### src/rtl/vga_pkg.sv
// Shared VGA stream types and screen encodings for the display pipeline.
package vga_pkg;

  localparam int unsigned VGA_CNT_W = 11;
  localparam int unsigned VGA_RGB_W = 12;

  localparam int unsigned FINISH_HOLD_FRAMES = 120;

  typedef enum logic [1:0] {
    SCR_START  = 2'd0,
    SCR_PLAY   = 2'd1,
    SCR_FINISH = 2'd2
  } screen_t;

  typedef struct packed {
    logic [VGA_CNT_W-1:0] vcount;
    logic [VGA_CNT_W-1:0] hcount;
    logic                 vsync;
    logic                 hsync;
    logic                 vblnk;
    logic                 hblnk;
    logic [VGA_RGB_W-1:0] rgb;
  } vga_bus_t;

endpackage

### src/rtl/vga_if.sv
// One registered VGA stream: timing counters, sync/blank flags and pixel colour.
interface vga_if;
  import vga_pkg::*;

  logic [VGA_CNT_W-1:0] vcount;
  logic [VGA_CNT_W-1:0] hcount;
  logic                 vsync;
  logic                 hsync;
  logic                 vblnk;
  logic                 hblnk;
  logic [VGA_RGB_W-1:0] rgb;

  modport in  (input  vcount, hcount, vsync, hsync, vblnk, hblnk, rgb);
  modport out (output vcount, hcount, vsync, hsync, vblnk, hblnk, rgb);
endinterface

### src/rtl/btn_sync.sv
// Two-flop synchroniser for a raw button followed by a registered rising-edge pulse.
module btn_sync (
  input  logic clk,
  input  logic rst_n,
  input  logic i_btn,
  output logic o_press
);

  logic r_meta;
  logic r_sync;
  logic r_prev;
  logic r_press;

  always_ff @(posedge clk or negedge rst_n) begin
    if (!rst_n) begin
      r_meta  <= 1'b0;
      r_sync  <= 1'b0;
      r_prev  <= 1'b0;
      r_press <= 1'b0;
    end else begin
      r_meta  <= i_btn;
      r_sync  <= r_meta;
      r_prev  <= r_sync;
      r_press <= r_sync & ~r_prev;
    end
  end

  assign o_press = r_press;

endmodule

### src/rtl/screen_select.sv
// Game-flow FSM plus frame-aligned multiplexer choosing which renderer stream
// reaches the output stage.
module screen_select
  import vga_pkg::*;
#(
  parameter int unsigned HOLD_FRAMES = FINISH_HOLD_FRAMES,
  parameter int unsigned CNT_W       = 8
) (
  input  logic       clk,
  input  logic       rst_n,
  input  logic       start_btn,
  input  logic       restart_btn,
  input  logic       game_over,
  vga_if.in          start_in,
  vga_if.in          game_in,
  vga_if.in          finish_in,
  vga_if.out         vga_out,
  output logic [1:0] state_o,
  output logic       frame_tick
);

  screen_t          r_state;
  screen_t          w_next;
  screen_t          r_sel;
  screen_t          w_sel;
  logic [CNT_W-1:0] r_hold;
  logic             w_hold_done;
  logic             w_start_press;
  logic             w_restart_press;
  logic             w_boundary;
  logic             r_tick;
  vga_bus_t         w_start;
  vga_bus_t         w_game;
  vga_bus_t         w_finish;
  vga_bus_t         w_mux;
  vga_bus_t         r_out;

  btn_sync u_start_sync (
    .clk     (clk),
    .rst_n   (rst_n),
    .i_btn   (start_btn),
    .o_press (w_start_press)
  );

  btn_sync u_restart_sync (
    .clk     (clk),
    .rst_n   (rst_n),
    .i_btn   (restart_btn),
    .o_press (w_restart_press)
  );

  // start_in is the timing reference; all renderer streams are aligned to it.
  assign w_boundary  = (start_in.vcount == '0) && (start_in.hcount == '0);
  assign w_hold_done = (r_hold == CNT_W'(HOLD_FRAMES));

  always_ff @(posedge clk or negedge rst_n) begin
    if (!rst_n) r_state <= SCR_START;
    else        r_state <= w_next;
  end

  always_comb begin
    w_next = r_state;
    case (r_state)
      SCR_START:  if (w_start_press)                  w_next = SCR_PLAY;
      SCR_PLAY:   if (game_over)                      w_next = SCR_FINISH;
      SCR_FINISH: if (w_restart_press && w_hold_done) w_next = SCR_START;
      default:                                        w_next = SCR_START;
    endcase
  end

  // Held at zero outside FINISH, which gives the clear-on-entry behaviour.
  always_ff @(posedge clk or negedge rst_n) begin
    if (!rst_n) begin
      r_hold <= '0;
    end else if (r_state != SCR_FINISH) begin
      r_hold <= '0;
    end else if (r_tick && !w_hold_done) begin
      r_hold <= r_hold + 1'b1;
    end
  end

  // The boundary pixel itself must already use the newly loaded select.
  assign w_sel = w_boundary ? r_state : r_sel;

  always_ff @(posedge clk or negedge rst_n) begin
    if (!rst_n) begin
      r_sel  <= SCR_START;
      r_tick <= 1'b0;
    end else begin
      r_sel  <= w_sel;
      r_tick <= w_boundary;
    end
  end

  assign w_start  = {start_in.vcount, start_in.hcount, start_in.vsync, start_in.hsync,
                     start_in.vblnk, start_in.hblnk, start_in.rgb};
  assign w_game   = {game_in.vcount, game_in.hcount, game_in.vsync, game_in.hsync,
                     game_in.vblnk, game_in.hblnk, game_in.rgb};
  assign w_finish = {finish_in.vcount, finish_in.hcount, finish_in.vsync, finish_in.hsync,
                     finish_in.vblnk, finish_in.hblnk, finish_in.rgb};

  always_comb begin
    w_mux = w_start;
    case (w_sel)
      SCR_PLAY:   w_mux = w_game;
      SCR_FINISH: w_mux = w_finish;
      default:    w_mux = w_start;
    endcase
  end

  always_ff @(posedge clk or negedge rst_n) begin
    if (!rst_n) r_out <= '0;
    else        r_out <= w_mux;
  end

  assign vga_out.vcount = r_out.vcount;
  assign vga_out.hcount = r_out.hcount;
  assign vga_out.vsync  = r_out.vsync;
  assign vga_out.hsync  = r_out.hsync;
  assign vga_out.vblnk  = r_out.vblnk;
  assign vga_out.hblnk  = r_out.hblnk;
  assign vga_out.rgb    = r_out.rgb;

  assign state_o    = r_state;
  assign frame_tick = r_tick;

endmodule

### src/flat_wrapper.sv
// flat-port wrapper written by rule: the top's interface ports become plain ports
module screen_select_flat import vga_pkg::*;
#(
  parameter int unsigned HOLD_FRAMES = FINISH_HOLD_FRAMES,
  parameter int unsigned CNT_W       = 8
)
  (clk, rst_n, start_btn, restart_btn, game_over, state_o, frame_tick, start_in_vcount, start_in_hcount, start_in_vsync, start_in_hsync, start_in_vblnk, start_in_hblnk, start_in_rgb, game_in_vcount, game_in_hcount, game_in_vsync, game_in_hsync, game_in_vblnk, game_in_hblnk, game_in_rgb, finish_in_vcount, finish_in_hcount, finish_in_vsync, finish_in_hsync, finish_in_vblnk, finish_in_hblnk, finish_in_rgb, vga_out_vcount, vga_out_hcount, vga_out_vsync, vga_out_hsync, vga_out_vblnk, vga_out_hblnk, vga_out_rgb);
  vga_if start_in_i ();
  vga_if game_in_i ();
  vga_if finish_in_i ();
  vga_if vga_out_i ();
  input  logic clk;
  input  logic rst_n;
  input  logic start_btn;
  input  logic restart_btn;
  input  logic game_over;
  output logic [1:0] state_o;
  output logic frame_tick;
  input wire logic [$bits(start_in_i.vcount)-1:0] start_in_vcount;
  input wire logic [$bits(start_in_i.hcount)-1:0] start_in_hcount;
  input wire logic [$bits(start_in_i.vsync)-1:0] start_in_vsync;
  input wire logic [$bits(start_in_i.hsync)-1:0] start_in_hsync;
  input wire logic [$bits(start_in_i.vblnk)-1:0] start_in_vblnk;
  input wire logic [$bits(start_in_i.hblnk)-1:0] start_in_hblnk;
  input wire logic [$bits(start_in_i.rgb)-1:0] start_in_rgb;
  input wire logic [$bits(game_in_i.vcount)-1:0] game_in_vcount;
  input wire logic [$bits(game_in_i.hcount)-1:0] game_in_hcount;
  input wire logic [$bits(game_in_i.vsync)-1:0] game_in_vsync;
  input wire logic [$bits(game_in_i.hsync)-1:0] game_in_hsync;
  input wire logic [$bits(game_in_i.vblnk)-1:0] game_in_vblnk;
  input wire logic [$bits(game_in_i.hblnk)-1:0] game_in_hblnk;
  input wire logic [$bits(game_in_i.rgb)-1:0] game_in_rgb;
  input wire logic [$bits(finish_in_i.vcount)-1:0] finish_in_vcount;
  input wire logic [$bits(finish_in_i.hcount)-1:0] finish_in_hcount;
  input wire logic [$bits(finish_in_i.vsync)-1:0] finish_in_vsync;
  input wire logic [$bits(finish_in_i.hsync)-1:0] finish_in_hsync;
  input wire logic [$bits(finish_in_i.vblnk)-1:0] finish_in_vblnk;
  input wire logic [$bits(finish_in_i.hblnk)-1:0] finish_in_hblnk;
  input wire logic [$bits(finish_in_i.rgb)-1:0] finish_in_rgb;
  output wire logic [$bits(vga_out_i.vcount)-1:0] vga_out_vcount;
  output wire logic [$bits(vga_out_i.hcount)-1:0] vga_out_hcount;
  output wire logic [$bits(vga_out_i.vsync)-1:0] vga_out_vsync;
  output wire logic [$bits(vga_out_i.hsync)-1:0] vga_out_hsync;
  output wire logic [$bits(vga_out_i.vblnk)-1:0] vga_out_vblnk;
  output wire logic [$bits(vga_out_i.hblnk)-1:0] vga_out_hblnk;
  output wire logic [$bits(vga_out_i.rgb)-1:0] vga_out_rgb;
  assign start_in_i.vcount = start_in_vcount;
  assign start_in_i.hcount = start_in_hcount;
  assign start_in_i.vsync = start_in_vsync;
  assign start_in_i.hsync = start_in_hsync;
  assign start_in_i.vblnk = start_in_vblnk;
  assign start_in_i.hblnk = start_in_hblnk;
  assign start_in_i.rgb = start_in_rgb;
  assign game_in_i.vcount = game_in_vcount;
  assign game_in_i.hcount = game_in_hcount;
  assign game_in_i.vsync = game_in_vsync;
  assign game_in_i.hsync = game_in_hsync;
  assign game_in_i.vblnk = game_in_vblnk;
  assign game_in_i.hblnk = game_in_hblnk;
  assign game_in_i.rgb = game_in_rgb;
  assign finish_in_i.vcount = finish_in_vcount;
  assign finish_in_i.hcount = finish_in_hcount;
  assign finish_in_i.vsync = finish_in_vsync;
  assign finish_in_i.hsync = finish_in_hsync;
  assign finish_in_i.vblnk = finish_in_vblnk;
  assign finish_in_i.hblnk = finish_in_hblnk;
  assign finish_in_i.rgb = finish_in_rgb;
  assign vga_out_vcount = vga_out_i.vcount;
  assign vga_out_hcount = vga_out_i.hcount;
  assign vga_out_vsync = vga_out_i.vsync;
  assign vga_out_hsync = vga_out_i.hsync;
  assign vga_out_vblnk = vga_out_i.vblnk;
  assign vga_out_hblnk = vga_out_i.hblnk;
  assign vga_out_rgb = vga_out_i.rgb;
  screen_select #(.HOLD_FRAMES(HOLD_FRAMES), .CNT_W(CNT_W)) u_core (.clk(clk), .rst_n(rst_n), .start_btn(start_btn), .restart_btn(restart_btn), .game_over(game_over), .start_in(start_in_i), .game_in(game_in_i), .finish_in(finish_in_i), .vga_out(vga_out_i), .state_o(state_o), .frame_tick(frame_tick));
endmodule
### config.mk
export PLATFORM = sky130hd
export DESIGN_NAME = screen_select_flat
export DESIGN_NICKNAME = d
export VERILOG_FILES = /design/src/rtl/vga_pkg.sv /design/src/rtl/vga_if.sv /design/src/rtl/btn_sync.sv /design/src/rtl/screen_select.sv /design/src/flat_wrapper.sv
export SDC_FILE = /design/constraint.sdc
export NUM_CORES = 1
export LEC_CHECK = 0
export ABC_CLOCK_PERIOD_IN_PS = 2060
export CORE_ASPECT_RATIO = 0.75
export CORE_MARGIN = 2
export CORE_UTILIZATION = 37
export CTS_CLUSTER_SIZE = 16
export DETAILED_ROUTE_END_ITERATION = 8
export PLACE_DENSITY = 0.92
export SETUP_SLACK_MARGIN = 0.4
export SYNTH_ARGS = -nofsm -noshare
export SYNTH_HDL_FRONTEND = slang
export SYNTH_SLANG_ARGS = --single-unit
### constraint.sdc
create_clock -name clk -period 2.06 [get_ports clk]
set_clock_uncertainty 0.1 [all_clocks]
set_input_delay 0.309 -clock clk [delete_from_list [all_inputs] [get_ports clk]]
set_output_delay 0.309 -clock clk [all_outputs]
set_load 0.1 [all_outputs]
==> run summary, run 1 <==
====================================================================================
Status                                                                  finished, violations left
Failing checks                                                          setup timing
Data required time at the worst endpoint                                     2.20 ns
Avg WL per Cell                                                              23.9 µm
Routed Antenna Nets                                                                0
Design Area, Final                                                          5530 µm²
Post-DR vias/cell                                                               5.74
Worst slew pin tran                                                         0.454 ns
Largest net degree at the start of global routing                                 27
H-tree Lvls                                                                        3
CTS Sinks                                                                         59
DIE HEIGHT                                                                   75.7 µm
CTS clk-pin slew, worst paths                                                0.08 ns
Cell count after synthesis                                                       244
Reg-to-reg slack, setup                                                      0.30 ns
Die W                                                                        99.6 µm
Synth Net Count                                                                  367
Total chip power                                                             3.23 mW
Number of DRC markers after the initial detailed-route iteration                 210
Layout filler cell count                                                         353
Post-Place Setup Slack                                                      -1.13 ns
Critical path data arrival time                                              2.63 ns
Total number of vias                                                            3128
Vias in the first global route                                                  3009
GRT Overall Usage                                                              27.9%
Number of I/O port buffers                                                       159
Post-synthesis cell type count                                                    25
Buffer cell driving the clock tree root                                     clkbuf_8
Starting Density                                                               37.7%
Startpoint of the most critical hold path                               start_in_vcount[3]
Estimated wirelength of the detail-placed design                             6.32 mm
Yosys reg bits                                                                    59
Yosys warning count                                                                0
Reg2Reg Depth                                                                      6
CP Capture Type                                                                 flop
Critical Setup Path Class                                                  in -> reg
N_diodes                                                                           0
DRC violation count after routing                                                  0
Critical register-to-register path startpoint                           u_core.state_o[0]
End of the worst hold path                                              u_core.vga_out.vcount[3]
# rows                                                                            26
Fin worst setup slack                                                      -0.429 ns
Most frequent cell on the critical path                                        buf_4
Detailed Route WL                                                            13.0 mm
CTS tree                                                                        done
Final setup violating endpoints                                                   38
Number of placed instances with taps included                                    489
Proportion of layout cells with a drive suffix above 1                         50.8%
Area delta synth->final                                                         118%
Gr ovfl total                                                                      0
Non-filler cells in the finished layout                                          545
Die area                                                                    7540 µm²
Number of endpoints with negative hold slack in the final report                   0
Slew Limit Headroom                                                            69.7%
Type of the tightest min-delay check                                       in -> reg
Final-report max-slew violation count                                              0
PD cells                                                                  585 nW/µm²
Global-route wire length before repair                                       15.4 mm
Launching element type of the critical path                               input port
Crit path time final                                                         2.49 ns
Standby leakage power                                                        2.29 nW
Highest ir drop seen on vdd                                                 0.502 mV
Post-synthesis average cell area                                            10.4 µm²
Netlist area before placement                                               2540 µm²
Skew-Pair Late Insertion Delay                                               0.35 ns
TritonRoute pass-1 iters                                                           5
Cell area reported after detailed placement                                 4340 µm²
Clock Tree Buf Depth                                                               2
Ordered list of cells on the worst path                                 buf_6 -> or4_4 -> nor4_4 -> buf_4 -> buf_4 -> mux2_4 -> ha_4 -> buf_4 -> clkbuf_16 -> a22oi_2 -> o21ai_2
Placeable core area                                                         6730 µm²
IO Pins                                                                          160
Routability Congestion                                                         0.795
Post-route fraction of the period consumed by the critical path                 121%
Critical R2R Capture                                                    u_core.vga_out.vcount[8]
Setup repair after global routing missed its margin                             true
Count of buffering cells on the critical path with inverters included              5
Longest individual stage delay on the worst path                             0.54 ns
Number of CTS-inserted buffers                                                     9
Number of stages on the worst hold path                                            3
Worst path top cell family by delay                                     simple AND/OR/NAND/NOR gates
Layout Nets                                                                      579
Critical Path Slowest Stage Cell                                               or4_4
FMAX                                                                       0.402 GHz
Number of antenna violations at the first check in global routing                  0
Largest fanout on the critical path                                                5
Share of synthesized area occupied by flip-flops and latches                   58.2%
Max-capacitance violation count                                                    0
====================================================================================
## cells in the final DEF, fill, tap and decap left out, types with 3 or more instances in the layout
cell             synthesis  routed
a21oi_1                  4       4
a22oi_2                  0      37
buf_12                   0       9
buf_16                   0       5
buf_2                    0       5
buf_4                    0      70
buf_6                    0      14
buf_8                    0       4
clkbuf_16                0       6
clkbuf_2                 0       3
clkbuf_8                 0       9
clkdlybuf4s15_2          0       3
clkdlybuf4s50_1          0      97
clkinvlp_4               0       3
dfrtp_1                 59      55
dfrtp_2                  0       4
inv_1                    4       4
nand2_1                 42      17
nand2_2                  0      17
nand2_4                  0       8
nand4_1                  4       4
nor2_1                   6       6
nor4_4                   1       6
o21ai_1                  0      20
o21ai_2                  0      18
or3_1                    3       3
xor2_1                   3       3
## metal layers
| layer | vias to the layer above | global-route usage, % | wire, µm |
|---|---|---|---|
| li1 | 1310 | - | - |
| met1 | 1542 | 30.5 | 4690 |
| met2 | 213 | 51.0 | 6670 |
| met3 | 63 | 8.35 | 999 |
| met4 | 0 | 13.1 | 690 |
| met5 | - | 0 | 0 |
## kinds of logic after synthesis
family	share of synthesized area (%)
AOI/OAI and AO/OA	20.9
xor gates and xnor gates	1.38
adders and majority gates	1.97
buffers and inverters	3.11
DFF	58.2
muxes	2.07
and+or+nand+nor	12.3
## power by group
group | leakage, nW | total (mW) | internal [mW] | switching [mW]
clock | 0.0818 | 0.960 | 0.440 | 0.520
combinational | 1.50 | 0.990 | 0.347 | 0.643
sequential | 0.712 | 1.28 | 1.23 | 0.0583
## worst max-delay path by stage
| stage | startpoint | to | slack [ns] | depth (start not counted) |
|---|---|---|---|---|
| 2_1_floorplan | start_in_hcount[2] | u_core.vga_out.hcount[0] | -0.48 | 8 |
| 3_3_place_gp | start_in_hcount[2] | u_core.vga_out.rgb[1] | -0.98 | 8 |
| 3_5_place_dp | start_in_vcount[9] | u_core.vga_out.rgb[6] | -1.13 | 9 |
| 4_1_cts | start_in_vcount[3] | u_core.vga_out.hcount[0] | -0.24 | 11 |
| 5_1_grt | start_in_vcount[8] | u_core.vga_out.hcount[0] | -0.52 | 12 |
| 6_report | start_in_hcount[4] | u_core.vga_out.vcount[8] | -0.43 | 11 |
## repair_timing
item | in CTS | in global routing
setup buffers | 17 | 10
endpoints found under the setup margin | 42 | 43
gates resized for setup | 138 | 62
hold buffers | 1 | 0
pin swaps | 13 | 36
hold endpoints to repair | 16 | 0
cloned | 5 | 7
## worst reg2reg max path: cells and delay by family (launching register included)
kind / cells / cell delay, ns
AOI/OAI and AO/OA: 2 / 0.28
adders and majority gates: 1 / 0.19
buffers and inverters: 2 / 0.29
DFF: 1 / 0.47
muxes: 1 / 0.32
## metrics by stage
stage	util, %	hold WS, ns	setup TNS [ns]
2_1_floorplan	-	-0.0866	-17.01
6_report	82.1	0.0645	-13.92
4_1_cts	75.4	0.0770	-8.00
5_1_grt	82.1	0.0521	-17.22
3_5_place_dp	64.5	0.176	-41.22
3_3_place_gp	64.5	0.166	-36.38
## sequential cells by signal, indices dropped and copies added, names as in the netlist, 2 cells and up
name and flops:
u_core.r_sel 2, u_core.state_o 2, u_core.r_hold 8, u_core.vga_out.hcount 11, u_core.vga_out.vcount 11, u_core.vga_out.rgb 12
## cells in the mapped netlist, drive strengths merged
cell	n	share of area (%)
ha	4	2.0
nand2b	1	0.25
o21ai	40	7.9
and3	1	0.25
o41ai	1	0.35
nor4	6	2.1
inv	4	0.59
nor2b	2	0.49
a31o	1	0.35
or4	1	0.44
nand2	42	6.2
nand4	4	0.99
xor2	3	1.0
nor2	6	0.89
clkbuf	16	2.4
mux2i	3	1.2
mux2	2	0.89
dfrtp	59	58
buf	1	0.15
or3	3	0.74
a211oi	1	0.30
a21oi	4	0.79
a22oi	38	11
xnor2	1	0.35
## area by class of cell
class                           instances  area, µm²  share of cell area, %
Inverter                                4       15.0                  0.272
Timing Repair Buffer                  218       2280                   41.2
Multi-Input combinational cell        164       1470                   26.6
Clock buffer                            9        124                   2.24
Clock inverter                          7       53.8                  0.974
Tap cell                               84        105                   1.90
Sequential cell                        59       1480                   26.8
Power figures use the tool's default switching activity.
==> run 2, diff against run 1 <==
- ABC_AREA: not set -> 1
- CORE_UTILIZATION: 37 -> 38
- PLACE_DENSITY: 0.92 -> 0.91
==> run 2 against run 1 <==
  * The flow now finishes without violations
  * Critical path type unchanged
  * Routed wire length increased by 28%
  * Largest power group is now clock
  * Sequential share of layout area decreased by 2.7 points
  * Synthesized area increased by 9.9%
  * Cell count increased by 25%
==> run summary, run 2 <==
====================================================================================
Status                                                                  finished clean
Most common library cell in the layout ignoring fill and taps                  buf_4
Launching element type of the critical path                               input port
Ordered list of cells on the worst path                                 buf_2 -> nor2_1 -> nand3_2 -> nor2_4 -> buf_6 -> buf_6 -> nand3_2 -> nand2_2 -> ha_4 -> buf_6 -> buf_12 -> nand2_2 -> a22oi_1
Share of power burned in the clock network                                     36.4%   +6.7 points
Yosys reg bits                                                                    59   unchanged
Slew Limit Headroom                                                            65.5%   -4.2 points
Sequential power share                                                         34.4%   -5.3 points
Post-synthesis async set-or-reset flop share                                    100%   unchanged
CTS Sinks                                                                         59   unchanged
Post-synthesis cell type count                                                    23   -8.0%
Routability Congestion                                                         0.822   +3.4%
Clock Tree Buf Depth                                                               2   unchanged
CP Capture Type                                                                 flop
Starting Density                                                               38.6%   +0.90 points
Proportion of layout cells with a drive suffix above 1                         52.0%   +1.2 points
Switching Fraction                                                             34.8%   -3.0 points
Worst slew pin tran                                                         0.517 ns   +0.0627 ns
Final setup violating endpoints                                                    0   -100%
Layout Nets                                                                      699   +21%
TritonRoute pass-1 iters                                                           5   unchanged
Post-Place Setup Slack                                                     -0.469 ns   +0.658 ns
Combinational group share of total power                                       29.1%   -1.5 points
Total chip power                                                             3.73 mW   +15%
Post-synthesis average cell area                                            8.17 µm²   -21%
Number of DRC markers after the initial detailed-route iteration                 394   +88%
Longest individual stage delay on the worst path                             0.22 ns   -0.32 ns
Power spent charging and discharging nets                                    1.30 mW   +6.2%
Worst path top cell family by delay                                     simple AND/OR/NAND/NOR gates
Die area                                                                    8040 µm²   +6.7%
Avg WL per Cell                                                              24.5 µm   +2.4%
Netlist area before placement                                               2790 µm²   +9.9%
Fraction of post-synthesis cell area in the top cell type by area              53.0%   -5.3 points
Final Util                                                                     85.1%   +3.0 points
Top cells by count, synth                                               68 x a21oi_1, 68 x nand2_1, 59 x dfrtp_1
Number of CTS-inserted buffers                                                     9   unchanged
Skew-Pair Late Insertion Delay                                               0.36 ns   about the same
Count of flip-flops with a built-in enable after synthesis                         0   unchanged
Vias in the first global route                                                  3740   +24%
Area occupied by multi-input gates                                          1810 µm²   +23%
PD cells                                                                  606 nW/µm²   +3.5%
Number of antenna violations at the first check in global routing                  0   unchanged
Max-capacitance violation count                                                    0   unchanged
Buffer cell driving the clock tree root                                     clkbuf_8
Final-report max-slew violation count                                              0   unchanged
CTS clk-pin slew, worst paths                                                0.08 ns   about the same
Post-DR vias/cell                                                               5.88   +2.4%
Share of synthesized area occupied by flip-flops and latches                   53.0%   -5.3 points
DIE HEIGHT                                                                   78.2 µm   +3.3%
Highest ir drop seen on vdd                                                 0.413 mV   -18%
Critical Path Slowest Stage Cell                                             a22oi_1
Detailed Route WL                                                            16.7 mm   +28%
FMAX                                                                       0.523 GHz   +30%
Number of flip-flops in the largest register                                      12   unchanged
IO Pins                                                                          160   unchanged
Crit path time final                                                         1.91 ns   -0.576 ns
Number of I/O port buffers                                                       159   unchanged
Number of endpoints with negative hold slack in the final report                   0   unchanged
Largest fanout on the critical path                                                7   +2
Final hold slack                                                           0.0996 ns   +0.0351 ns
Internal power                                                               2.43 mW   +21%
Fin worst setup slack                                                       0.147 ns   +0.576 ns
Data required time at the worst endpoint                                     2.21 ns   about the same
Count of buffering cells on the critical path with inverters included              5   unchanged
Type of the tightest min-delay check                                       in -> reg
Commonest register cell after synthesis                                      dfrtp_1
Routed Antenna Nets                                                                0   unchanged
DRC violation count after routing                                                  0   unchanged
Standby leakage power                                                        2.69 nW   +17%
Die W                                                                         103 µm   +3.3%
Global-route wire length before repair                                       18.8 mm   +22%
# rows                                                                            27   +3.8%
H-tree Lvls                                                                        3   unchanged
Critical Setup Path Class                                                  in -> reg
Number of placed instances with taps included                                    603   +23%
Post-route fraction of the period consumed by the critical path                92.8%   -28 points
Library cell with the largest summed area after synthesis                    dfrtp_1
Top area cells in the synthesized netlist                               dfrtp_1 53%, a21oi_1 12%, nand2_1 9.2%
Estimated wirelength of the detail-placed design                             6.74 mm   +6.7%
Total number of vias                                                            4007   +28%
Synth Net Count                                                                  464   +26%
Most frequent cell on the critical path                                        buf_6
Gr ovfl total                                                                      0   unchanged
CTS tree                                                                        done
Largest net degree at the start of global routing                                 24   -11%
Area delta synth->final                                                         121%
Layout filler cell count                                                         291   -18%
GRT Overall Usage                                                              31.0%   +3.2 points
Setup repair after global routing missed its margin                             true
Cell count after synthesis                                                       341   +40%
Reg-to-reg slack, setup                                                      0.25 ns   -0.05 ns
Leading cell types in the layout, fill and taps excluded                96 x buf_4, 95 x clkdlybuf4s50_1, 57 x dfrtp_1, 43 x a21oi_2, 38 x nand2_1
Yosys warning count                                                                0   unchanged
Placeable core area                                                         7230 µm²   +7.4%
N_diodes                                                                           0   unchanged
Sequential cell area                                                        1480 µm²   +0.17%
Critical path data arrival time                                              2.06 ns   -0.57 ns
Non-filler cells in the finished layout                                          682   +25%
====================================================================================
run 2: cell types whose count changed after synthesis, sizes merged, moves of 22 or more:
cell	before	now
nand2	42	71
a22oi	38	8
nor2	6	54
nand3	0	22
inv	4	26
o21ai	40	3
a21oi	4	68
run 2: repair_timing:
item | in CTS | in global routing
endpoints found under the hold margin | 21 | 0
buffers inserted | 49 | 4
pin swaps | 29 | 47
hold buffers | 1 | 0
setup endpoints to repair | 38 | 43
gates cloned | 7 | 2
resized for setup | 135 | 119
run 2: worst paths after layout:
check,startpoint,to,depth (start not counted)
setup reg to reg,u_core.state_o[0],u_core.vga_out.vcount[1],8
setup / recovery,start_in_hcount[9],u_core.vga_out.vcount[5],13
hold / removal,start_in_hcount[1],u_core.vga_out.hcount[1],3
min in group asynchronous,rst_n,u_core.vga_out.vcount[4],2
max in group asynchronous,rst_n,u_core.r_sel[1],3
hold reg to reg,u_core.u_restart_sync.r_meta,u_core.u_restart_sync.r_sync,0
run 2: worst min-delay path, cell delays in order:
cell and delay (ns):
buf_6 0.08, nor2_2 0.04, a21oi_2 0.09
run 2: kinds of logic after synthesis:
kind of cell    synth area share, %
xor+xnor                      0.628
buf+inv                        6.60
fa+ha+maj                      1.80
compound gates                 15.3
flops                          53.0
simple gates                   22.7
run 2: routing by layer:
metal	routed length, µm	track usage, %	part of all wire, %	vias up
met2	8130	52.4	49	386
li1	-	-	-	1591
met3	1670	9.08	10	115
met5	0	0	0	-
met4	1140	16.1	6.8	0
met1	5780	35.4	35	1915
run 2: power by group through the flow:
stage / sequential (mW) / clock, mW / combinational, mW
floorplan: 1.67 / 0 / 0.122
global placement: 1.29 / 0 / 0.891
detailed placement: 1.29 / 0 / 0.902
CTS: 1.27 / 1.29 / 0.961
global route: 1.29 / 1.40 / 1.11
finish: 1.28 / 1.36 / 1.09
run 2: metrics by stage:
step,area (µm²),TNS [ns]
after floorplan,2990,0
after global placement,4670,-13.43
after detailed placement,4670,-15.89
after CTS,5590,0
after global routing,6150,0
final,6150,0
run 2: layout make-up:
type                            count  share of cell area [%]
Sequential cell                    59                    24.1
Inverter                           26                    1.77
Multi-Input combinational cell    238                    29.4
Tap cell                          101                    2.05
Clock inverter                      5                    1.63
Timing Repair Buffer              242                    38.7
Clock buffer                       11                    2.30
==> run 3, diff against run 2 <==
- SLEW_MARGIN: not set -> 20
==> results of run 3 <==
Final layout, timing and power as in run 2 (identical DEF).
